**src/rtl/crc_rx_pkg.sv**
```systemverilog
// Shared types and constants for the bit-serial CRC receiver/checker.
package crc_rx_pkg;

   typedef enum logic [1:0] {
      IDLE  = 2'd0,
      DATA  = 2'd1,
      CHECK = 2'd2,
      DONE  = 2'd3
   } crc_rx_state_t;

   localparam logic [16:0] DEFAULT_POLY = 17'h1_8005;

endpackage

```
**src/rtl/crc_rx_check_lfsr.sv**
```systemverilog
// Combinational one-bit CRC LFSR update (non-reflected, MSB-first); shared with the generator side.
module crc_lfsr_step #(
   parameter int WIDTH = 16
) (
   input  logic [WIDTH-1:0] r,
   input  logic             b,
   input  logic [WIDTH-1:0] poly,
   output logic [WIDTH-1:0] r_next
);

   logic fb_s;

   assign fb_s   = r[WIDTH-1] ^ b;
   assign r_next = {r[WIDTH-2:0], 1'b0} ^ ({WIDTH{fb_s}} & poly);

endmodule

```
**src/rtl/crc_rx_check.sv**
```systemverilog
// Bit-serial CRC receiver: shifts in WIDTH data bits then WIDTH CRC bits and flags OK on a zero remainder.
// Optional error counter port err_cnt_o enabled by defining CRC_RX_ERRCNT_EN.
module crc_rx_check
   import crc_rx_pkg::*;
#(
   parameter int WIDTH = 16,
   parameter int CNT_W = $clog2(2*WIDTH+1)
) (
   input  logic             clk,
   input  logic             rst,
   input  logic [WIDTH:0]   polynom_i,
   input  logic             start_i,
   input  logic             bit_i,
   input  logic             bit_valid_i,
   output logic [WIDTH-1:0] data_o,
   output logic [WIDTH-1:0] crc_rx_o,
   output logic             OK,
   output logic             out_ready_CRC,
   output logic             busy_o
`ifdef CRC_RX_ERRCNT_EN
   ,
   output logic [7:0]       err_cnt_o
`endif
);

   crc_rx_state_t      state_r, state_s;
   logic [WIDTH-1:0]   rem_r, rem_base_s, rem_step_s;
   logic [WIDTH-1:0]   poly_r, poly_base_s;
   logic [CNT_W-1:0]   cnt_r, cnt_base_s;
   logic [2*WIDTH-1:0] frame_r, frame_base_s, frame_step_s;
   logic               restart_s, active_s, acc_s, last_s;
   logic               busy_s, ready_s;
   logic               poly_unused_s;

   // The x^WIDTH term is implicit in the shift and never enters the update.
   assign poly_unused_s = polynom_i[WIDTH];

   // Acceptance qualifiers; a start (outside DONE) restarts from a clean remainder and counter.
   always_comb begin
      restart_s = start_i && (state_r != DONE);
      active_s  = restart_s || (state_r == DATA) || (state_r == CHECK);
      acc_s     = active_s && bit_valid_i;
      if (restart_s) begin
         rem_base_s   = '0;
         poly_base_s  = polynom_i[WIDTH-1:0];
         cnt_base_s   = '0;
         frame_base_s = '0;
      end else begin
         rem_base_s   = rem_r;
         poly_base_s  = poly_r;
         cnt_base_s   = cnt_r;
         frame_base_s = frame_r;
      end
      last_s       = acc_s && (cnt_base_s == CNT_W'(2*WIDTH-1));
      frame_step_s = {frame_base_s[2*WIDTH-2:0], bit_i};
   end

   crc_lfsr_step #(.WIDTH(WIDTH)) u_step (
      .r      (rem_base_s),
      .b      (bit_i),
      .poly   (poly_base_s),
      .r_next (rem_step_s)
   );

   // State register.
   always_ff @(posedge clk or negedge rst) begin
      if (!rst) state_r <= IDLE;
      else      state_r <= state_s;
   end

   // Next-state logic.
   always_comb begin
      state_s = state_r;
      case (state_r)
         IDLE, DATA, CHECK: begin
            if (last_s)                                          state_s = DONE;
            else if (acc_s && (cnt_base_s >= CNT_W'(WIDTH-1)))   state_s = CHECK;
            else if (restart_s)                                  state_s = DATA;
            else                                                 state_s = state_r;
         end
         DONE:    state_s = IDLE;
         default: state_s = IDLE;
      endcase
   end

   // Output decode from the upcoming state so the registered flags line up with it.
   always_comb begin
      busy_s  = (state_s == DATA) || (state_s == CHECK);
      ready_s = (state_s == DONE);
   end

   // Remainder, counter, polynomial and frame shift register.
   always_ff @(posedge clk or negedge rst) begin
      if (!rst) begin
         rem_r   <= '0;
         poly_r  <= '0;
         cnt_r   <= '0;
         frame_r <= '0;
      end else begin
         poly_r <= poly_base_s;
         if (acc_s) begin
            rem_r   <= rem_step_s;
            cnt_r   <= cnt_base_s + CNT_W'(1);
            frame_r <= frame_step_s;
         end else begin
            rem_r   <= rem_base_s;
            cnt_r   <= cnt_base_s;
            frame_r <= frame_base_s;
         end
      end
   end

   // Result registers load as the final bit is taken, so they are valid during DONE.
   always_ff @(posedge clk or negedge rst) begin
      if (!rst) begin
         data_o        <= '0;
         crc_rx_o      <= '0;
         OK            <= 1'b0;
         out_ready_CRC <= 1'b0;
         busy_o        <= 1'b0;
      end else begin
         out_ready_CRC <= ready_s;
         busy_o        <= busy_s;
         if (ready_s) begin
            data_o   <= frame_step_s[2*WIDTH-1:WIDTH];
            crc_rx_o <= frame_step_s[WIDTH-1:0];
            OK       <= (rem_step_s == '0);
         end else begin
            data_o   <= data_o;
            crc_rx_o <= crc_rx_o;
            OK       <= OK;
         end
      end
   end

`ifdef CRC_RX_ERRCNT_EN
   // Saturating count of frames that finished with a non-zero remainder.
   always_ff @(posedge clk or negedge rst) begin
      if (!rst)                                                      err_cnt_o <= 8'h00;
      else if (ready_s && (rem_step_s != '0) && (err_cnt_o != 8'hFF)) err_cnt_o <= err_cnt_o + 8'd1;
      else                                                           err_cnt_o <= err_cnt_o;
   end
`endif

endmodule

```
**config.mk**
```make
export PLATFORM = sky130hd
export DESIGN_NAME = crc_rx_check
export DESIGN_NICKNAME = d
export VERILOG_FILES = /design/src/rtl/crc_rx_pkg.sv /design/src/rtl/crc_rx_check_lfsr.sv /design/src/rtl/crc_rx_check.sv
export SDC_FILE = /design/constraint.sdc
export NUM_CORES = 1
export LEC_CHECK = 0
export BUFFER_PORTS_ARGS = -buffer_cell sky130_fd_sc_hd__buf_2
export CORE_UTILIZATION = 40
export DETAILED_ROUTE_END_ITERATION = 12
export SETUP_SLACK_MARGIN = 0.02
export SLEW_MARGIN = 20
export SYNTH_ARGS = -nofsm -noshare
export SYNTH_HDL_FRONTEND = slang
export SYNTH_SLANG_ARGS = --single-unit
```
**constraint.sdc**
```tcl
create_clock -name clk -period 8.16 [get_ports clk]
set_input_delay 1.632 -clock clk [delete_from_list [all_inputs] [get_ports clk]]
set_output_delay 1.632 -clock clk [all_outputs]
set_load 0.005 [all_outputs]
```
# Word level (Yosys, flattened, before mapping)
# Cells that the tools add are included.
[word_totals]
register_bits = 106
latch_bits = 0
ram_bits = 0
romBits = 0
input_bits = 22
out_inout_bits = 35
elab_cells = 44
memories = 0
[op_classes]
addsub = 1
n_mul = 0
div_mod_pow = 0
n_lt_le_gt_ge = 1
eq_ne = 8
n_shift = 0
n_mux = 11
bitwise_logic = 3
n_reduce_logical = 10
[ops]
columns = ["op", "count"]
rows = [
  ["$mux W31", 2],
  ["$mux W16", 3],
  ["$and A16 B16 Y16", 1],
  ["$logic_not A16 Y1", 1],
  ["$xor A16 B16 Y16", 1],
  ["$mux W6", 2],
  ["$eq A2 B2 Y1 const B", 4],
  ["$add A6 B1 Y6 const B", 1],
  ["$eq A6 B5 Y1 const B", 1],
  ["$ge A6 B4 Y1 const B", 1],
  ["$mux W2", 3],
  ["$eq A2 B1 Y1 const B", 2],
  ["$logic_and A1 B1 Y1", 4],
  ["$pmux W2 S2", 1],
  ["$logic_or A1 B1 Y1", 3],
  ["$reduce_or A3 Y1", 1],
  ["$logic_not A2 Y1", 1],
  ["$ne A2 B2 Y1 const B", 1],
  ["$xor A1 B1 Y1", 1],
]

# Logic depth before layout (Yosys ltp)
[logic_depth]
depth_word = 11
mapped_depth = 13
mapped_depth_nobuf = 11

# Modules after synthesis
# From an unflattened synthesis, not the netlist that was laid out.
[unflattened]
cells_unflattened = 458
area_unflattened_um2 = 4869.7
[modules_own_cells]
columns = ["module", "n_inst", "cells_each", "area_per_inst_um2", "seq_area_each_um2"]
rows = [
  ["crc_rx_check", 1, 425, 4644.5, 2652.5],
  ["crc_lfsr_step", 1, 33, 225.2, 0.0],
]

# Worst setup path before layout
# Ideal clock, no wire load.
[synth_timing]
path_kind = "input port to flip-flop"
startpoint = "in start_i"
endpoint = "reg OK"
setup_ns = 0.104
arrival_ns = 3.898
required_ns = 8.056
slack_ns = 4.159
path_stages = 13
n_path_buf = 2
cell_sequence = "a21bo_1 > buf_6 > and2_1 > ha_1 > nand4_1 > nand2_1 > a31oi_1 > o21ai_0 > ha_1 > clkbuf_1 > o221a_2 > nand4_2 > o41ai_2"
[synth_between]
elab_chain_len = 9
elab_cells_between_ends = 20
classes_between = "order compare (1); eq/ne (2); mux (7); bitwise (3); reduce/logical (7)"
[synth_rtl]
columns = ["element", "line", "source"]
rows = [
  ["from (decl)", "crc_rx_check.sv:12", "input logic start_i,"],
  ["$logic_and A1 B1 Y1 (*)", "crc_rx_check.sv:40", "restart_s = start_i && (state_r != DONE);"],
  ["branches (longest 5 deep; another with $ge A6 B4 Y1)", "n/a", ""],
  ["$mux W2 (*)", "crc_rx_check.sv:76", "if (last_s) state_s = DONE;"],
  ["$pmux W2 S2 (*)", "crc_rx_check.sv:74", "case (state_r)"],
  ["via state_s[1]", "crc_rx_check.sv:26", "crc_rx_state_t state_r, state_s;"],
  ["$eq A2 B2 Y1 (*)", "crc_rx_check.sv:89", "ready_s = (state_s == DONE);"],
  ["to (signal assigned)", "crc_rx_check.sv:127", "OK <= (rem_step_s == '0);"],
  ["to (decl)", "crc_rx_check.sv:17", "output logic OK,"],
]
# Mark *: on every way through the listed nets, which the timed path passes.
# A chain may end at the register's enable or synchronous reset.

# Worst setup path after layout
# Same ends and word-level chain as after synthesis.

==> reports/results.ini <==
[outcome]
status = finished clean

[worst_setup_path]
cpPeakStageDelay_ns = 0.55
rr_worst_depth = 12
slowest_stage = a21bo_4
ff2ff_setup_slack_ns = 4.26
worst-path-max-fanout = 65
crit_family = compound AO/OA/AOI/OAI gates
worstPathRequired_ns = 8.41
start_kind = input pin
critPathBufInv = 2
path_class = input pin to register
rr_startpoint = state_r[0]$_DFF_PN0_
endpoint_kind = register
r2r_end = OK$_DFFE_PN0N_
crit_chain = buf_2 > a21bo_4 > and2_1 > ha_1 > nand4_1 > nand2_1 > a31oi_1 > o21ai_0 > ha_2 > buf_4 > o221a_2 > nand4_2 > o41ai_2
critPathArrivalTime_ns = 5.06

[grt]
groute.usage.overall_pct = 18.30
grt_max_degree = 66
antenna_found_initial = 0
grt_pass1_vias = 4284
grt_remaining_overflow = 0
grt_pass1_wl_um = 20610

[logic_synthesis]
synthSimpleGateAreaFrac_pct = 18.37
synth-edff-count = 0
async_flop_share_pct = 100.0
synthCells = 613
synth_seq_cells = 106
synth_compound_area_share_pct = 19.00
avgSynthCellArea_um2 = 8.724
synth_most_common_cell = nand2_1
synthAdderAreaFrac_pct = 0.7019
ys_seq_area_share_pct = 49.60
synthTopCellsByCount = 132 x nand2_1, 106 x dfrtp_1, 65 x o21ai_0
yosys_warnings = 0
synth_top_area_share_pct = 49.60
syn-cell-area_um2 = 5348
ys.flop_type = dfrtp_1
synth_area_leaders = dfrtp_1 50%, nand2_1 9.3%, o21ai_0 6.1%
synth_nets = 638
synth_top_family_by_area = compound AO/OA/AOI/OAI gates
muxShareOfSynthArea_pct = 2.199
yosysTopAreaCell = dfrtp_1
synth_cell_types = 52
synth-xor-area-share_pct = 2.620

[placed_design]
dp_cells = 792
port_buffers = 55
gp_congestion = 0.7578
dpl.hpwl_um = 7300

[pwr]
leakagePower_nw = 2.606
power.density_nw_per_um2 = 194.4
vdd_drop_max_uv = 112.1

[timing]
worst_slew_pin_slew_ns = 1.133
skew_ns = 0.007617
tns_ns = 0
drv_slew = 0
setup_viol = 0
rsz0062_at_grt = no
period_needed_ns = 4.810
fin_crit_sh_pct = 58.95
final-hold-violation-count = 0
slew_headroom_pct = 24.20
fmax_mhz = 207.9

[routing]
avgRoutedWirePerCell_um = 15.04
ant_nets = 0
wl_um = 12150
drcViolationCount = 0
vias_per_cell = 5.412
first_pass_iters = 5
vias = 4373
dr.first_iter.drc_count = 290

[clocking]
post_cts_buffers = 0
clkLatencyLatePin_ns = 0.35
path_clk_slew_ns = 0.07
holdBufCountCts = 0
htree_levels = 3
root_buffer = clkbuf_16
cts-resized-gates = 0
cts_tree = done
cts.sinks = 106
cts_buffers = 9
clockBufferDepth = 2

[layout]
antenna_cells = 0
layout-drive-gt1-share_pct = 14.62
nets = 656
stdcell_count = 808
synthToLayoutAreaGrowth_pct = 11.42

[die]
row_count = 41
die_y_um = 117.6
dieArea_um2 = 13840
fp.dieW_um = 117.6
io_pins = 57
initial_core_util_pct = 41.70
core_area_um2 = 12820

[min_path]
hp-class = register to register
whs_path_depth = 2
hp-start = OK$_DFFE_PN0N_
holdPathEnd = OK$_DFFE_PN0N_

[run]
cap_viol_max_count = 0

==> cells in the final DEF (no fill, tap or decap), types with 2 or more instances in the layout <==
| master | synthesis | routed |
|---|---|---|
| nor4_1 | 11 | 11 |
| nor3_1 | 2 | 2 |
| nand3_1 | 41 | 40 |
| o31ai_1 | 5 | 5 |
| ha_1 | 3 | 2 |
| nand3b_1 | 3 | 3 |
| and3_1 | 3 | 3 |
| mux2_2 | 2 | 2 |
| o22ai_1 | 4 | 4 |
| mux2i_1 | 5 | 5 |
| clkbuf_16 | 0 | 9 |
| xor2_1 | 5 | 5 |
| buf_4 | 1 | 9 |
| a21oi_1 | 52 | 52 |
| a32o_1 | 7 | 7 |
| clkinv_4 | 0 | 2 |
| o2111ai_1 | 2 | 2 |
| mux2i_4 | 2 | 2 |
| a22o_1 | 6 | 6 |
| and2_1 | 2 | 2 |
| clkinv_2 | 0 | 3 |
| o311a_1 | 4 | 4 |
| o21ai_0 | 65 | 65 |
| nand4_1 | 5 | 5 |
| nand2_1 | 132 | 132 |
| a31oi_1 | 6 | 6 |
| dfrtp_1 | 106 | 106 |
| o221ai_1 | 5 | 5 |
| buf_2 | 17 | 54 |
| or4_1 | 2 | 2 |
| xnor2_1 | 11 | 11 |
| nor2_1 | 10 | 10 |
| inv_1 | 38 | 38 |
==> power breakdown <==
group	switching, W	internal [W]	total (W)
registers	0.0000318	0.000544	0.000576
logic	0.0000910	0.0000550	0.000146
clock network	0.000198	0.000237	0.000436
==> cell families after synthesis <==
| group | Yosys count |
|---|---|
| compound gates | 166 |
| xor+xnor | 16 |
| fa+ha+maj | 3 |
| buf+inv | 94 |
| flops | 106 |
| mux | 9 |
| simple gates | 219 |
==> worst register-to-register path, cell delays in order (launching register included) <==
cell and delay [ns]:
dfrtp_1 0.50, a21bo_4 0.56, and2_1 0.29, ha_1 0.20, nand4_1 0.15, nand2_1 0.16
a31oi_1 0.09, o21ai_0 0.31, ha_2 0.25, buf_4 0.49, o221a_2 0.36, nand4_2 0.11
o41ai_2 0.33
==> layout make-up <==
cell class	count	area [um^2]
Clock buffer	9	225.2
Fill cell	1247	6867
Multi-Input combinational cell	413	2315
Tap cell	172	215.2
Clock inverter	7	70.07
Sequential cell	106	2653
Timing Repair Buffer	63	337.8
Inverter	38	142.6
==> routing by layer <==
| metal | vias to the layer above | part of all wire, % | track usage (%) |
|---|---|---|---|
| met2 | 94 | 47 | 29.04 |
| met1 | 2126 | 47 | 24.84 |
| met4 | 0 | 1.2 | 8.173 |
| met3 | 10 | 4.5 | 2.568 |
| met5 | - | 0 | 0 |
| li1 | 2143 | - | - |
==> sequential cells by signal (all words and copies together), names as in the netlist <==
signal and count:
crc_rx_o 16, rem_r 16, OK 1, busy_o 1
data_o 16, out_ready_CRC 1, frame_r 31, cnt_r 6
poly_r 16, state_r 2
==> worst max path at each step <==
stage,start,to,slack [ns],depth (start not counted)
floorplan,start_i,OK$_DFFE_PN0N_,4.16,13
CTS,start_i,OK$_DFFE_PN0N_,3.33,13
finish,start_i,OK$_DFFE_PN0N_,3.35,13
detailed placement,start_i,OK$_DFFE_PN0N_,2.98,13
global route,start_i,OK$_DFFE_PN0N_,2.97,13
global placement,start_i,OK$_DFFE_PN0N_,3.07,13
==> through the flow <==
step | util [%] | hold WS [ns] | cell area [um^2] | setup slack, ns | total power, W
finish | 46.46 | 0.4948 | 5958 | 3.350 | 0.001158
global route | 46.46 | 0.5333 | 5958 | 2.969 | 0.001206
CTS | 46.46 | 0.4992 | 5958 | 3.330 | 0.001167
detailed placement | 44.16 | 0.4837 | 5663 | 2.980 | 0.0007314
global placement | 44.16 | 0.4694 | 5663 | 3.069 | 0.0007247
floorplan | - | 0.4658 | 5348 | 4.159 | 0.0006886
Power figures use the tool's default switching activity.
